## config.mk

```make
export PLATFORM = sky130hd
export DESIGN_NAME = load_store_unit
export DESIGN_NICKNAME = d
export VERILOG_FILES = /design/src/rtl/lsu_pkg.sv /design/src/rtl/lsu_lane_align.sv /design/src/rtl/load_store_unit.sv
export SDC_FILE = /design/constraint.sdc
export NUM_CORES = 1
export LEC_CHECK = 0
export CORE_MARGIN = 2
export CORE_UTILIZATION = 55
export DETAILED_ROUTE_END_ITERATION = 12
export DONT_BUFFER_PORTS = 1
export GPL_TIMING_DRIVEN = 1
export PLACE_DENSITY = 0.7
export SYNTH_ARGS = -nofsm -noshare
export SYNTH_HDL_FRONTEND = slang
export SYNTH_SLANG_ARGS = --single-unit
export TNS_END_PERCENT = 1
```

## constraint.sdc

```tcl
create_clock -name clk -period 4.7 [get_ports clk]
set_input_delay 0.705 -clock clk [delete_from_list [all_inputs] [get_ports clk]]
set_output_delay 0.705 -clock clk [all_outputs]
set_load 0.05 [all_outputs]
```

## src/rtl/lsu_pkg.sv

```systemverilog
// Shared types and constants for the load/store unit.
// States, RV32I funct3 encodings and the idle address.
package lsu_pkg;

    typedef enum logic [1:0] {
        S_IDLE  = 2'd0,
        S_READ  = 2'd1,
        S_WRITE = 2'd2,
        S_RESP  = 2'd3
    } lsu_state_t;

    localparam logic [2:0] F3_B  = 3'b000;
    localparam logic [2:0] F3_H  = 3'b001;
    localparam logic [2:0] F3_W  = 3'b010;
    localparam logic [2:0] F3_BU = 3'b100;
    localparam logic [2:0] F3_HU = 3'b101;

    localparam logic [31:0] LSU_RESET_ADDR = 32'h0100_0000;

endpackage

```

## src/rtl/lsu_lane_align.sv

```systemverilog
// Byte/halfword lane handling for the load/store unit.
// Extends load data and merges sub-word store data into a word.
module lsu_lane_align
    import lsu_pkg::*;
(
    input  logic [31:0] rword,
    input  logic [31:0] wdata,
    input  logic [1:0]  addr_lo,
    input  logic [2:0]  funct3,
    output logic [31:0] load_data,
    output logic [31:0] store_word
);

    logic [7:0]  byte_v;
    logic [15:0] half_v;

    // Pick the addressed lane and extend it
    always_comb begin
        byte_v    = rword[{addr_lo, 3'b000} +: 8];
        half_v    = addr_lo[1] ? rword[31:16] : rword[15:0];
        load_data = rword;
        unique case (1'b1)
            (funct3 == F3_B):
                load_data = {{24{byte_v[7]}}, byte_v};
            (funct3 == F3_H):
                load_data = {{16{half_v[15]}}, half_v};
            (funct3 == F3_BU):
                load_data = {24'h0, byte_v};
            (funct3 == F3_HU):
                load_data = {16'h0, half_v};
            default:
                load_data = rword;
        endcase
    end

    // Overlay the store lane onto the word read back
    always_comb begin
        store_word = wdata;
        unique case (1'b1)
            (funct3 == F3_B): begin
                store_word = rword;
                store_word[{addr_lo, 3'b000} +: 8] = wdata[7:0];
            end
            (funct3 == F3_H): begin
                store_word = rword;
                store_word[{addr_lo[1], 4'b0000} +: 16] = wdata[15:0];
            end
            default:
                store_word = wdata;
        endcase
    end

endmodule

```

## src/rtl/load_store_unit.sv

```systemverilog
// RV32I load/store unit with read-modify-write for SB/SH.
// Define LSU_MISALIGN_TRAP_EN to trap misaligned H/W accesses.
module load_store_unit
    import lsu_pkg::*;
#(
    parameter logic [31:0] RESET_ADDR = LSU_RESET_ADDR
) (
    input  logic        clk,
    input  logic        reset,
    input  logic        req_valid,
    output logic        req_ready,
    input  logic        req_write,
    input  logic [2:0]  req_funct3,
    input  logic [31:0] req_addr,
    input  logic [31:0] req_wdata,
    output logic        resp_valid,
    output logic [31:0] resp_rdata,
    output logic        resp_err,
    output logic [31:0] mem_address,
    output logic [31:0] mem_data_in,
    output logic        mem_w_enable,
    input  logic [31:0] mem_data_out
);

    lsu_state_t  state;
    logic [31:0] addr;
    logic [2:0]  funct3;
    logic        write;
    logic [31:0] wdata;
    logic [31:0] rword;
    logic        err;

    logic        is_h;
    logic        is_w;
    logic        bad_f3;
    logic        acc_err;
    logic [31:0] eff_addr;
    logic [31:0] load_data;
    logic [31:0] store_word;

    // Classify the incoming request
    always_comb begin
        is_h     = (req_funct3[1:0] == 2'b01);
        is_w     = (req_funct3[1:0] == 2'b10);
        if (req_write)
            bad_f3 = req_funct3[2] | (req_funct3[1:0] == 2'b11);
        else
            bad_f3 = (req_funct3[1:0] == 2'b11) | (req_funct3 == 3'b110);
        eff_addr = req_addr;
`ifdef LSU_MISALIGN_TRAP_EN
        acc_err  = bad_f3
                 | (is_h & req_addr[0])
                 | (is_w & (req_addr[1:0] != 2'b00));
`else
        acc_err  = bad_f3;
        if (is_h)
            eff_addr[0] = 1'b0;
        if (is_w)
            eff_addr[1:0] = 2'b00;
`endif
    end

    lsu_lane_align u_align (
        .rword      (rword),
        .wdata      (wdata),
        .addr_lo    (addr[1:0]),
        .funct3     (funct3),
        .load_data  (load_data),
        .store_word (store_word)
    );

    // Request FSM and latched transaction state
    always_ff @(posedge clk) begin
        if (reset) begin
            state  <= S_IDLE;
            addr   <= RESET_ADDR;
            funct3 <= 3'b000;
            write  <= 1'b0;
            wdata  <= 32'h0;
            rword  <= 32'h0;
            err    <= 1'b0;
        end else begin
            case (state)
                S_IDLE: begin
                    if (req_valid) begin
                        addr   <= eff_addr;
                        funct3 <= req_funct3;
                        write  <= req_write;
                        wdata  <= req_wdata;
                        err    <= acc_err;
                        if (acc_err)
                            state <= S_RESP;
                        else if (req_write && req_funct3 == F3_W)
                            state <= S_WRITE;
                        else
                            state <= S_READ;
                    end
                end
                S_READ: begin
                    rword <= mem_data_out;
                    state <= write ? S_WRITE : S_RESP;
                end
                S_WRITE: state <= S_RESP;
                default: state <= S_IDLE;
            endcase
        end
    end

    assign req_ready    = (state == S_IDLE);
    assign resp_valid   = (state == S_RESP);
    assign resp_err     = resp_valid & err;
    assign resp_rdata   = (resp_valid & ~err & ~write)
                        ? load_data : 32'h0;
    assign mem_address  = {addr[31:2], 2'b00};
    assign mem_w_enable = (state == S_WRITE);
    assign mem_data_in  = mem_w_enable ? store_word : 32'h0;

endmodule

```

==> reports/summary.txt, run 1 <==
post-synthesis compound-gate area fraction - 20.86%
Avg WL per Cell - 19.87 µm
Initial Util - 57.20%
number of remaining DRC errors - 0
mux share of post-synthesis cell area - 9.800%
Period Utilization, post-route - 90.45%
XOR/XNOR Fraction of Synth Area - 0%
initial antenna violation count - 0
RSZ-0062 raised after global routing - false
CP Class - flip-flop to output pin
Slew @ Worst Pin - 1150 ps
largest family of logic cells by synthesized area - simple AND/OR/NAND/NOR gates
Post-synth EDFFs - 0
WL final - 16,040 µm
CTS Buffer Depth - 2
die area - 11,090 µm²
first-pass GRT wire length - 25,320 µm
asr flop ratio synth - 0%
CTS tree - built
clk root buf - clkbuf_8
Final Slew Violations - 0
Syn Inst Count - 694
Setup Total Neg Slack - 0 ps
DR vias/cell - 6.130
Pre-Repair DR Iteration Count - 5
gr ovfl total - 0
num rows - 36
Min Hold Slack - 372.2 ps
Die Width - 105.3 µm
outcome - finished clean
post-synth top area cell - dfxtp_1
Peak Freq - 235.2 MHz
Worst Setup End Kind - output pin
RePlAce Congestion - 0.9737
Post-CTS Setup Repair Bufs - 0
synthesized area per cell - 8.131 µm²
nets@finish - 782
Sink Count - 103
Top FF cell, synth - dfxtp_1
via count - 4,947
Ports - 203
Final Critical Period - 4251 ps
HPWL Detailed - 11,760 µm
Area contributors post-synth - dfxtp_1 37%, nand2_1 9.6%, a21oi_1 6.4%, mux2i_1 6.2%, buf_4 4.4%
All-Layer GR Usage - 29.01%
Area Overhead vs Synth - 4.745%
relative slew slack - 21.13%
Yosys top cell area share - 36.54%
final setup fails - 0
clock skew - 7.790 ps
number of global-route vias before repair - 4,693
TritonCTS Buffers - 9
critical path launch point type - flip-flop
final hold vios - 0
area of the mapped netlist - 5643 µm²
Non-Filler Instances - 807
drt initial violations - 281
IO Port Bufs - 0
clk_lat worst skew - 380 ps
layout cells sized above 1 - 15.43%
register area share after synthesis - 36.54%
clock slew at reported path FFs - 100 ps
Lkg Pwr - 2.053 nW
die height - 105.3 µm
critical path fanouts, max - 26
htree depth - 3
Final ANT Viol Nets - 0
Placed Cells incl. Taps - 792
pwr dens - 522.4 nW/µm²
synth warn - 0
HP Class - primary input to flip-flop
post-layout util - 59.92%
unique cell type count in the Yosys netlist - 52
CP required - 3990 ps
Worst VDD drop - 0.3752 mV
post-synthesis simple-gate area fraction - 20.93%
number of diodes - 0
CTS Hold Bufs - 0
Arrival @ worst endpoint - 3550 ps
Seq cells post-synth - 103
Resize count post-CTS - 0
Core Area - 9864 µm²
Synth Area in Adders - 1.996%
Max Cap Violations - 0
largest net degree at the start of global routing - 104
[power breakdown]
group	leakage (nW)	switching, mW	total (mW)	internal (mW)
clock network	0.0884	0.319	0.517	0.198
logic	1.12	0.779	1.17	0.389
registers	0.843	0.359	1.40	1.04
total	2.05	1.46	3.09	1.63
[logic make-up (layout without fill, tap and decap cells)]
logic type / Yosys count / in the layout
mux: 52 / 52
flops: 103 / 103
other cells: 1 / 2
simple gates: 255 / 255
buf+inv: 105 / 84
compound gates: 169 / 169
fa+ha+maj: 9 / 9
[cell usage in the layout (no fill, tap or decap), types with 2 or more instances in the layout]
cell,count
a21oi_1,72
a221oi_1,7
a22o_1,8
a22oi_1,8
a31oi_1,9
a32oi_1,8
and2_1,3
buf_4,53
clkbuf_8,9
conb_1,2
dfxtp_1,103
ha_1,8
inv_1,15
inv_6,3
mux2_2,15
mux2i_1,35
nand2_1,144
nand2b_1,14
nand3_1,18
nand4_1,9
nand4b_1,8
nor2_1,37
nor2b_1,4
nor3_1,2
nor3b_1,2
nor4bb_1,2
o211ai_1,8
o21ai_0,9
o221a_2,7
o2bb2ai_1,24
[cells in the mapped netlist (all sizes together) (14+ instances only)]
library cell,number
mux2,16
clkbuf,34
a21oi,73
mux2i,35
o2bb2ai,24
buf,55
nor2,38
dfxtp,103
nand2b,14
inv,15
nand2,145
nand3,18
[metal layers]
| layer | share of wire [%] | track usage [%] | up-vias |
|---|---|---|---|
| met5 | 0 | 0 | - |
| met4 | 3.3 | 12.10 | 0 |
| met3 | 8.9 | 9.215 | 38 |
| met2 | 46 | 45.30 | 226 |
| met1 | 42 | 36.95 | 2314 |
| li1 | - | - | 2369 |
[registers in the layout, indices dropped and copies added (netlist names)]
signal / flops
err: 1
write: 1
wdata: 32
state: 2
addr: 32
rword: 32
funct3: 3
[critical path: stages, from the launching register on]
cell	delay, ps
dfxtp_1	350
inv_1	100
ha_1	620
clkinv_1	830
a2111oi_4	690
a22o_1	560
[worst paths after layout]
kind,startpoint,to,slack [ps],depth (start not counted)
worst max-delay path,state[0],mem_data_in[2],450,5
worst min-delay path,reset,addr[10],370,1
worst max register to register,state[0],addr[1],2130,5
worst min register to register,wdata[17],wdata[17],460,2
[area by class of cell]
type / count / area, µm²
inverter: 16 / 60.06
tap: 133 / 166.4
clock buffer: 9 / 123.9
clock inverter: 6 / 50.05
timing repair buffer: 53 / 397.9
fill: 913 / 3954
multi-input combinational: 487 / 3050
sequential: 103 / 2062
[stage by stage]
| stage | setup WS, ps | total power, mW | cell area (µm²) |
|---|---|---|---|
| final | 449.1 | 3.088 | 5911 |
| after global routing | 240.4 | 3.273 | 5911 |
| after CTS | 447.7 | 3.101 | 5911 |
| after detailed placement | 915.1 | 2.583 | 5737 |
| after global placement | 1011 | 2.540 | 5737 |
| after floorplan | 299.7 | 2.381 | 5647 |
Note: power is estimated with default switching activity, not from simulation.
==> run 2: changes to the inputs <==
Settings changed: ABC_AREA set to 0.
==> results of run 2 <==
Same layout as run 1: the final DEF is identical, and so are final timing and power.
